<file path="src/rtl/poke_pkg.sv">
// poke_pkg -- shared types for the wild-encounter controller.
//   enc_state_t : encounter FSM state (IDLE, ROLL, OFFER, BATTLE)
//   poke_id_t   : 3-bit species index
//   NUM_SPECIES : number of valid species; raw indices at or above it fold to 0
package poke_pkg;

  typedef enum logic [1:0] {
    ST_IDLE   = 2'd0,
    ST_ROLL   = 2'd1,
    ST_OFFER  = 2'd2,
    ST_BATTLE = 2'd3
  } enc_state_t;

  typedef logic [2:0] poke_id_t;

  localparam int NUM_SPECIES = 5;

  // The random source can produce 0-7 but only 0-4 are real species.
  function automatic poke_id_t map_species(input logic [2:0] raw);
    return (int'(raw) < NUM_SPECIES) ? poke_id_t'(raw) : poke_id_t'(0);
  endfunction

endpackage

</file>
<file path="src/rtl/lfsr8.sv">
// lfsr8 -- 8-bit Fibonacci LFSR, polynomial x^8+x^6+x^5+x^4+1.
// Shifts left; the new LSB is the XOR of bits 7,5,4,3.
//   Clk     : clock, rising edge
//   Reset_n : synchronous active-low reset, loads seed
//   seed    : reset value (must be non-zero)
//   adv     : advance one step this cycle
//   value   : current register value
module lfsr8 (
  input  logic       Clk,
  input  logic       Reset_n,
  input  logic [7:0] seed,
  input  logic       adv,
  output logic [7:0] value
);

  logic [7:0] r_value;
  logic       w_fb;

  assign w_fb  = r_value[7] ^ r_value[5] ^ r_value[4] ^ r_value[3];
  assign value = r_value;

  always_ff @(posedge Clk) begin
    if (!Reset_n)  r_value <= seed;
    else if (adv)  r_value <= {r_value[6:0], w_fb};
  end

endmodule

</file>
<file path="src/rtl/encounter_ctrl.sv">
// encounter_ctrl -- decides when walking through tall grass triggers a wild
// encounter, offers it to the battle engine and tracks the battle.
//   Clk, Reset_n      : clock, synchronous active-low reset
//   step, in_grass    : tile-move pulse, player-on-grass flag
//   poke_num          : species from the random source; rng_en enables that source
//   enc_valid/ready   : handshake to the battle engine, wild_id held while valid
//   battle_done       : battle engine ends the battle
//   battle_active     : high while in BATTLE
//   enc_count         : accepted encounters, wraps
// Build option: define ENCOUNTER_REPEL_EN to add repel_start and a 100-step
// repel counter that blocks encounters while non-zero.
module encounter_ctrl
  import poke_pkg::*;
#(
  parameter int         MIN_STEPS = 4,
  parameter logic [7:0] RATE      = 8'd40,
  parameter logic [7:0] LFSR_SEED = 8'hA5
) (
  input  logic       Clk,
  input  logic       Reset_n,
  input  logic       step,
  input  logic       in_grass,
  input  logic [2:0] poke_num,
`ifdef ENCOUNTER_REPEL_EN
  input  logic       repel_start,
`endif
  output logic       rng_en,
  output logic       enc_valid,
  input  logic       enc_ready,
  output poke_id_t   wild_id,
  input  logic       battle_done,
  output logic       battle_active,
  output logic [7:0] enc_count
);

  enc_state_t r_state, w_state_nxt;
  logic [7:0] r_step_cnt;
  logic [7:0] r_enc_cnt;
  poke_id_t   r_wild_id;
  logic [7:0] w_lfsr;
  logic [8:0] w_cnt_inc;
  logic       w_qual, w_roll_ok, w_xfer, w_blk;

  // Only steps taken in grass while idle count; everything else is ignored.
  assign w_qual    = step & in_grass & (r_state == ST_IDLE);
  assign w_cnt_inc = {1'b0, r_step_cnt} + 9'd1;
  // Roll uses the LFSR value before this step's advance.
  assign w_roll_ok = (int'(w_cnt_inc) >= MIN_STEPS) && (w_lfsr < RATE);
  assign w_xfer    = (r_state == ST_OFFER) & enc_ready;

`ifdef ENCOUNTER_REPEL_EN
  logic [6:0] r_repel;

  always_ff @(posedge Clk) begin
    if (!Reset_n)                         r_repel <= '0;
    else if (repel_start)                 r_repel <= 7'd100;
    else if (w_qual && (r_repel != '0))   r_repel <= r_repel - 7'd1;
  end

  // Blocking decision uses the count before this step's decrement.
  assign w_blk = (r_repel != '0);
`else
  assign w_blk = 1'b0;
`endif

  lfsr8 u_lfsr (
    .Clk     (Clk),
    .Reset_n (Reset_n),
    .seed    (LFSR_SEED),
    .adv     (w_qual),
    .value   (w_lfsr)
  );

  always_comb begin
    w_state_nxt = r_state;
    case (r_state)
      ST_IDLE:   if (w_qual && w_roll_ok && !w_blk) w_state_nxt = ST_ROLL;
      ST_ROLL:   w_state_nxt = ST_OFFER;
      ST_OFFER:  if (enc_ready)   w_state_nxt = ST_BATTLE;
      ST_BATTLE: if (battle_done) w_state_nxt = ST_IDLE;
      default:   w_state_nxt = ST_IDLE;
    endcase
  end

  always_ff @(posedge Clk) begin
    if (!Reset_n) begin
      r_state    <= ST_IDLE;
      r_step_cnt <= '0;
      r_enc_cnt  <= '0;
      r_wild_id  <= '0;
    end else begin
      r_state <= w_state_nxt;
      if (w_xfer)                           r_step_cnt <= '0;
      else if (w_qual && r_step_cnt != 8'hFF) r_step_cnt <= r_step_cnt + 8'd1;
      if (w_xfer)                r_enc_cnt <= r_enc_cnt + 8'd1;
      if (r_state == ST_ROLL)    r_wild_id <= map_species(poke_num);
    end
  end

  // Species source frozen once an encounter is committed, and during reset.
  assign rng_en        = Reset_n & ((r_state == ST_IDLE) | (r_state == ST_ROLL));
  assign enc_valid     = (r_state == ST_OFFER);
  assign battle_active = (r_state == ST_BATTLE);
  assign wild_id       = r_wild_id;
  assign enc_count     = r_enc_cnt;

endmodule

</file>
<file path="config.mk">
export PLATFORM = sky130hd
export DESIGN_NAME = encounter_ctrl
export DESIGN_NICKNAME = d
export VERILOG_FILES = /design/src/rtl/poke_pkg.sv /design/src/rtl/lfsr8.sv /design/src/rtl/encounter_ctrl.sv
export SDC_FILE = /design/constraint.sdc
export NUM_CORES = 1
export LEC_CHECK = 0
export CORE_ASPECT_RATIO = 0.5
export CORE_MARGIN = 2
export CORE_UTILIZATION = 30
export CTS_CLUSTER_DIAMETER = 80
export DETAILED_ROUTE_END_ITERATION = 10
export GPL_TIMING_DRIVEN = 0
export SLEW_MARGIN = 15
export SYNTH_ARGS = -nofsm -noshare
export SYNTH_HDL_FRONTEND = slang
export SYNTH_HIERARCHICAL = 1
export SYNTH_SLANG_ARGS = --single-unit
</file>
<file path="constraint.sdc">
create_clock -name Clk -period 1.9 [get_ports Clk]
set_input_delay 0.19 -clock Clk [delete_from_list [all_inputs] [get_ports Clk]]
set_output_delay 0.19 -clock Clk [all_outputs]
set_load 0.005 [all_outputs]
</file>
Word level (Yosys, flattened, before mapping)

Cells that the tools add are included.

Bits in registers: 29
Output and inout port bits: 14
Input bits: 9
Word-level logic and storage cells: 38

$add $sub $neg: 3
Reduce and logical (&&, ||, !) cells: 6
Mux-type cells: 5
Eq/ne operators: 7
$lt $le $gt $ge: 3
Bitwise operators: 9

Operator list:

| cell                  | number |
|---|---|
| $add A8 B1 Y8 const B | 2 |
| $add A8 B1 Y9 const B | 1 |
| $ge A9 B3 Y1 const B  | 1 |
| $lt A8 B6 Y1 const B  | 1 |
| $ne A8 B8 Y1 const B  | 1 |
| $pmux W2 S4           | 1 |
| $mux W2               | 3 |
| $and A1 B1 Y1         | 4 |
| $eq A2 B2 Y1 const B  | 2 |
| $ne A2 B1 Y1 const B  | 2 |
| $logic_and A1 B1 Y1   | 3 |
| $lt A3 B3 Y1 const B  | 1 |
| $mux W3               | 1 |
| $reduce_and A3 Y1     | 1 |
| $xor A1 B1 Y1         | 3 |
| $eq A2 B1 Y1 const B  | 1 |
| $logic_not A2 Y1      | 1 |
| $ne A2 B2 Y1 const B  | 1 |
| $reduce_or A2 Y1      | 1 |
| $not A1 Y1            | 1 |
| $or A1 B1 Y1          | 1 |

Longest topological paths before layout

Gate-level depths: netlist (run 1).

Word-level depth: 6
Depth in mapped cells: 9
Mapped depth without buffers: 8

Hierarchy

Netlist (run 1), hierarchy kept.

Modules (own cells, without submodules):

| module         | area each (µm²) | cells each | sequential area each (µm²) | times used |
|---|---|---|---|---|
| encounter_ctrl | 1194.9          | 140        | 420.4                      | 1 |
| lfsr8          | 371.6           | 22         | 240.2                      | 1 |

Least setup slack after synthesis (run 1)

OpenSTA, ideal clock, no wires.

Path type: register to register
From: register r_state[0]
To: register r_enc_cnt[7], in the netlist enc_count[7]
Required time: 1.824 ns
Buffers on the path: 0
Data arrival time: 1.489 ns
Slack: 0.335 ns
Clock period less this slack: 1.565 ns
Library setup time: 0.076 ns
Stages on the path, launching flop included: 7
Path through: dfxtp_1 inv_1 ha_1 and2_1 nand4_1 or3_1 a21boi_0

Word-level cells in the longest chain between the ends: 2

RTL lines:

| element                | line                 | text |
|---|---|---|
| start, declared        | encounter_ctrl.sv:36 | `enc_state_t r_state, w_state_nxt;` |
| start signal, assigned | encounter_ctrl.sv:92 | `r_state <= w_state_nxt;` |
| $eq A2 B2 Y1           | n/a                  |  |
| net enc_valid          | encounter_ctrl.sv:28 | `output logic enc_valid,` |
| $and A1 B1 Y1          | encounter_ctrl.sv:49 | `assign w_xfer = (r_state == ST_OFFER) & enc_ready;` |
| end signal, assigned   | encounter_ctrl.sv:95 | `if (w_xfer) r_enc_cnt <= r_enc_cnt + 8'd1;` |
| end, declared          | encounter_ctrl.sv:38 | `logic [7:0] r_enc_cnt;` |

The timed path passes the listed nets, and every way through them passes these cells.
A chain may end at the register's enable or synchronous reset.

Worst setup path after layout (run 1)

From: register r_state[1]
To: output rng_en

Word-level cells in the longest chain between the ends: 3
Elaborated cells between the ends (all ways): 4
Those cells by class: eq/ne (1); bitwise (2); reduce/logical (1)

RTL lines:

| element                                                 | line                  | text |
|---|---|---|
| $eq A2 B1 Y1 / $logic_not A2 Y1 (equally long branches) | encounter_ctrl.sv:101 | `assign rng_en = Reset_n & ((r_state == ST_IDLE) \| (r_state == ST_ROLL));` |
| $or A1 B1 Y1 *                                          | encounter_ctrl.sv:101 |  |
| $and A1 B1 Y1 *                                         | encounter_ctrl.sv:101 |  |
| end, declared                                           | encounter_ctrl.sv:27  | `output logic rng_en,` |

Every way passes the cells marked *; elsewhere a longest branch is shown, timed or not.

==> out/metrics.yaml, run 1 <==
pwr:
  power_density_mw_per_mm2: 660
  power_leakage_nw: 0.741
  vdd_drop_max_v: 0.000398
  total_power_mw: 1.33
cells_and_area:
  final_util_pct: 40.6
  finalNonFillerCells: 269
  syn_to_final_growth_pct: 28.9
  fin_area_mm2: 0.00202
  antenna-diode-count: 0
  nNetsFinal: 213
  drive_gt1_share_pct: 13.6
synthesis:
  synth-adder-area-share_pct: 4.79
  avgSynthCellArea_um2: 9.67
  synth_xor_xnor_area_share_pct: 7.83
  synth_cell_types: 44
  muxShareOfSynthArea_pct: 6.31
  syn-instance-count: 162
  syn-cell-area_mm2: 0.00157
  yosysSeqAreaShare_pct: 42.2
  synth_edf_count: 8
  synth_top_family_by_area: "simple AND/OR/NAND/NOR gates"
  ys.flop_type: "dfxtp_1"
  ys_async_sr_fraction_pct: 0
  ys.warnings.count: 6
  yosys.area_share.simple_pct: 20.7
  synth_compound_area_share_pct: 12.0
  synth-seq-cells: 29
min_path:
  hp-class: "in -> reg"
setup_path:
  worstPathMaxFanout: 6
  arrival_ns: 1.61
  start_kind: "register"
  end_kind: "output pin"
  crit_type: "reg -> out"
  cp_data_required_time_ns: 1.71
global_routing:
  antenna_found_initial: 0
  grt.overflow.total: 0
  grt_pass1_vias: 1155
  grt_usage_pct: 11.8
  grt_start_max_net_pins: 11
  grt_pass1_wl_mm: 5.25
detailed_routing:
  vias: 1223
  routedWlPerCell_um: 11.3
  finalWirelength_mm: 3.05
  antenna_left: 0
  drc: 0
  drt_first_pass_iters: 4
  first_iter_violations: 32
  vias_per_cell: 4.55
placement:
  place_area_mm2: 0.00190
  port_buffers: 22
  gp_congestion: 0.829
  post-place-ws_ns: -0.126
  dpl.hpwl_mm: 2.18
  placed_cells: 260
clock_network:
  cts.clk_slew.worst_paths_ns: 0.06
  clk_path_buf_depth: 2
  cts_made_buffers: 5
  cts.sinks: 29
  cts_tree: "yes"
  root_buffer: "clkbuf_8"
  worstSkewPairLatency_ns: 0.28
  htreeDepth: 2
floorplanning:
  die_w_um: 106
  ios: 23
  die_h_um: 55.1
  dieArea_mm2: 0.00585
  num_rows: 18
  initial_utilization_pct: 31.5
  core_mm2: 0.00498
timing:
  layout_setup_ws_ns: 0.0985
  fin_skew_ns: 0.00443
  report.final.hold_viol_count: 0
  finalCritPeriodShare_pct: 94.8
  fin_tns_setup_ns: 0
  fmax_mhz: 555
  hold_ws_ns: 0.441
  rsz0062_at_grt: "no"
  slew_viol_final: 0
  min_period_ns: 1.80
  setup_violations: 0
flow_run:
  cap_viol_max_count: 0
outcome:
  status: "finished clean"
==> layout by cell type (no fill, tap or decap), types with 4 or more instances in the layout <==
cell,synthesis,layout
ha_1,6,5
edfxtp_1,8,8
nor2b_1,5,5
and2_1,7,7
a21oi_1,5,5
clkbuf_8,2,9
inv_1,5,4
xor2_1,4,4
mux2_1,6,6
nand3_1,6,5
conb_1,2,8
dfxtp_1,21,21
xnor2_1,10,10
nand2_1,16,16
clkdlybuf4s50_1,0,21
nor2_1,10,10
nand4_1,5,5
a21boi_0,4,4
==> layer usage <==
| metal | vias up | share of wire [%] | track usage [%] |
|---|---|---|---|
| li1 | 628 | - | - |
| met1 | 570 | 50 | 14.6 |
| met2 | 23 | 44 | 18.5 |
| met3 | 2 | 4.6 | 4.68 |
| met4 | 0 | 0.46 | 5.04 |
| met5 | - | 0 | 0 |
==> cells in the mapped netlist (all sizes together), types with 2 or more instances <==
cell | n | share of area [%]
dfxtp | 21 | 27
nand2 | 16 | 3.8
nor2 | 10 | 2.4
xnor2 | 10 | 5.6
edfxtp | 8 | 15
and2 | 7 | 2.8
mux2 | 7 | 5.0
ha | 6 | 4.8
nand3 | 6 | 1.9
a21oi | 5 | 1.6
buf | 5 | 2.6
inv | 5 | 1.2
nand4 | 5 | 2.0
nor2b | 5 | 2.0
a21boi | 4 | 1.9
xor2 | 4 | 2.2
a31oi | 3 | 1.2
and3 | 3 | 1.6
clkbuf | 3 | 2.0
nor3 | 3 | 0.96
o21a | 3 | 1.4
o21ai | 3 | 0.96
conb | 2 | 0.48
mux2i | 2 | 1.3
o31a | 2 | 1.1
or3 | 2 | 0.80
==> area by class of cell <==
class | instances | area, µm²
multi-input cells | 126 | 852
inverters | 5 | 18.8
clock buffers | 7 | 96.3
repair buffers | 23 | 226
flip-flops and latches | 29 | 661
plain buffers | 8 | 72.6
well taps | 70 | 87.6
fillers | 503 | 2960
clock inverters | 1 | 5.00
==> worst max-delay path, cell delays in order, from the launching register on <==
cell	delay [ns]
dfxtp_1	0.36
inv_1	0.07
ha_1	0.25
o21a_1	0.21
clkdlybuf4s50_1	0.44
==> final timing paths <==
check	slack (ns)	cells past startpoint	start	endpoint
worst min-delay path	0.44	2	Reset_n	enc_count[7]
worst min register to register	0.49	2	r_state[1]	r_state[1]
worst max-delay path	0.1	4	r_state[1]	rng_en
worst max register to register	0.13	8	r_state[0]	r_state[1]
==> flip-flops by register name, summed over array words and instances, names as in the netlist <==
register      flops
enc_count         8
wild_id           3
u_lfsr/value      8
r_step_cnt        8
r_state           2
==> where the power goes <==
group          total, mW  internal [mW]  switching [mW]
sequential         0.676          0.662          0.0138
clock              0.561          0.327           0.234
combinational     0.0958         0.0524          0.0434
total               1.33           1.04           0.291
==> cells by family after synthesis <==
logic type / count (synthesis)
compound gates: 27
xor+xnor: 14
fa+ha+maj: 6
buf+inv: 13
flops: 29
mux: 9
other cells: 2
simple gates: 62
==> what timing repair did <==
| action | in CTS | in global routing |
|---|---|---|
| hold buffers | 0 | 0 |
| buffers inserted | 0 | 1 |
| pin swaps | 0 | 1 |
| resized for setup | 4 | 2 |
| endpoints found under the setup margin | 3 | 4 |
Power figures use the tool's default switching activity.
==> run 2: changes to the inputs <==
- CORE_MARGIN: 2 -> 1.5
==> out/metrics.yaml, run 2 (synthesis results as in run 1) <==
outcome:
  status: "finished clean"
floorplanning:
  die_w_um: 105
  dieArea_mm2: 0.00569
  core_mm2: 0.00498
  num_rows: 18
  ios: 23
  die_h_um: 54.1
  initial_utilization_pct: 31.5
global_routing:
  antenna_found_initial: 0
  grt_pass1_vias: 1133
  grt_usage_pct: 12.1
  grt.overflow.total: 0
  grt_pass1_wl_mm: 5.10
  grt_start_max_net_pins: 11
cells_and_area:
  drive_gt1_share_pct: 14.6
  nFillCells: 487
  mostFrequentLayoutCells: "21 x dfxtp_1, 21 x clkdlybuf4s50_1, 16 x nand2_1"
  nNetsFinal: 213
  finalNonFillerCells: 269
  antenna-diode-count: 0
  fin_area_mm2: 0.00203
  syn_to_final_growth_pct: 29.6
detailed_routing:
  first_iter_violations: 63
  vias: 1224
  routedWlPerCell_um: 11.5
  finalWirelength_mm: 3.10
  drt_first_pass_iters: 4
  drc: 0
  vias_per_cell: 4.55
  antenna_left: 0
placement:
  place_area_mm2: 0.00190
  dpl.hpwl_mm: 2.24
  placed_cells: 260
  gp_congestion: 0.799
  port_buffers: 22
setup_path:
  path_common_cell: "nand3_1"
  cpPeakStageDelay_ns: 0.35
  critPathLaunch: "r_state[0]"
  r2r_slack_ns: 0.08
  worstPathMaxFanout: 5
  start_kind: "register"
  crit_chain: "inv_1, ha_4, nand3_1, inv_2, nand3_1, a221oi_2, o31a_1, mux2i_1"
  path_delay_family: "compound AO/OA/AOI/OAI gates"
  reg2reg_depth: 8
  r2r_start: "r_state[0]"
  crit_type: "reg -> reg"
  endpoint: "r_state[1]"
  slowest_stage: "dfxtp_1"
  arrival_ns: 2.04
  cp.buffers_inverters: 2
  timing.rr.end: "r_state[1]"
  cp_data_required_time_ns: 2.12
  end_kind: "register"
  cp.depth: 8
clock_network:
  worstSkewPairLatency_ns: 0.28
  cts_tree: "yes"
  hold_buffers: 0
  clk_path_buf_depth: 2
  cts_made_buffers: 5
  htreeDepth: 2
  cts.sinks: 29
  root_buffer: "clkbuf_8"
  cts.clk_slew.worst_paths_ns: 0.07
flow_run:
  cap_viol_max_count: 0
timing:
  fin_skew_ns: 0.00405
  rsz0062_at_grt: "yes"
  fmax_mhz: 550
  slew_viol_final: 0
  min_period_ns: 1.82
  report.final.hold_viol_count: 0
  setup_violations: 0
  finalCritPeriodShare_pct: 95.7
pwr:
  power_density_mw_per_mm2: 660
  vdd_drop_max_v: 0.000351
  power_leakage_nw: 0.740
  seqPwrFrac_pct: 50.5
  switching_share_pct: 22.3
  p_int_mw: 1.04
  comb_power_share_pct: 7.1
  clkPwrFrac_pct: 42.4
  p_switching_uw: 298
min_path:
  hp-class: "in -> reg"
  hp-start: "Reset_n"
-- run 2: cell counts in the layout (fill, tap and decap cells not counted) --
Identical to the previous run, type by type.
-- run 2: worst min path at each step --
stage,endpoint,slack (ns),cells after the start
global placement,enc_count[7],0.48,2
finish,enc_count[5],0.44,2
floorplan,r_state[1],0.34,2
detailed placement,r_state[1],0.50,2
CTS,enc_count[5],0.44,2
global route,enc_count[7],0.47,2
-- run 2: layer usage --
layer | GRT usage (%) | routed length (µm)
met4 | 6.16 | 47
met1 | 14.3 | 1500
met2 | 19.6 | 1420
met3 | 4.72 | 137
met5 | 0 | 0
-- run 2: worst reg2reg max path, stage by stage, from the launching register on --
cell,delay (ns)
dfxtp_1,0.35
inv_1,0.13
ha_4,0.19
nand3_1,0.14
inv_2,0.11
nand3_1,0.10
a221oi_2,0.27
o31a_1,0.27
mux2i_1,0.19
-- run 2: power groups by stage --
stage | logic [mW] | registers (mW) | clock network, mW
floorplan | 0.0614 | 0.685 | 0
global placement | 0.0925 | 0.689 | 0
detailed placement | 0.0951 | 0.690 | 0
CTS | 0.0956 | 0.676 | 0.587
global route | 0.106 | 0.679 | 0.616
finish | 0.0956 | 0.676 | 0.568
-- run 2: repair_timing --
item,4_1_cts,5_1_grt
buffers inserted,0,1
setup endpoints to repair,3,5
pin swaps,0,1
gates resized for setup,4,5
-- run 2: area by class of cell --
cell class	instances	area [µm²]	area share [%]
Inverter	5	18.8	0.924
Sequential cell	29	661	32.5
Clock inverter	1	5.00	0.246
Clock buffer	7	96.3	4.74
Buffer	8	72.6	3.57
Timing Repair Buffer	23	226	11.2
Multi-Input combinational cell	126	863	42.5
Tap cell	70	87.6	4.31
-- run 2: stage by stage --
stage / utilization [%] / setup TNS, ns / setup slack [ns] / power (mW) / hold slack [ns]
4_1_cts: 40.3 / 0 / 0.0464 / 1.36 / 0.442
5_1_grt: 40.8 / 0 / 0.00335 / 1.40 / 0.468
6_report: 40.8 / 0 / 0.0810 / 1.34 / 0.441
3_5_place_dp: 38.1 / -0.218 / -0.157 / 0.785 / 0.497
3_3_place_gp: 38.1 / -0.217 / -0.161 / 0.781 / 0.477
2_1_floorplan: - / 0 / 0.335 / 0.747 / 0.339
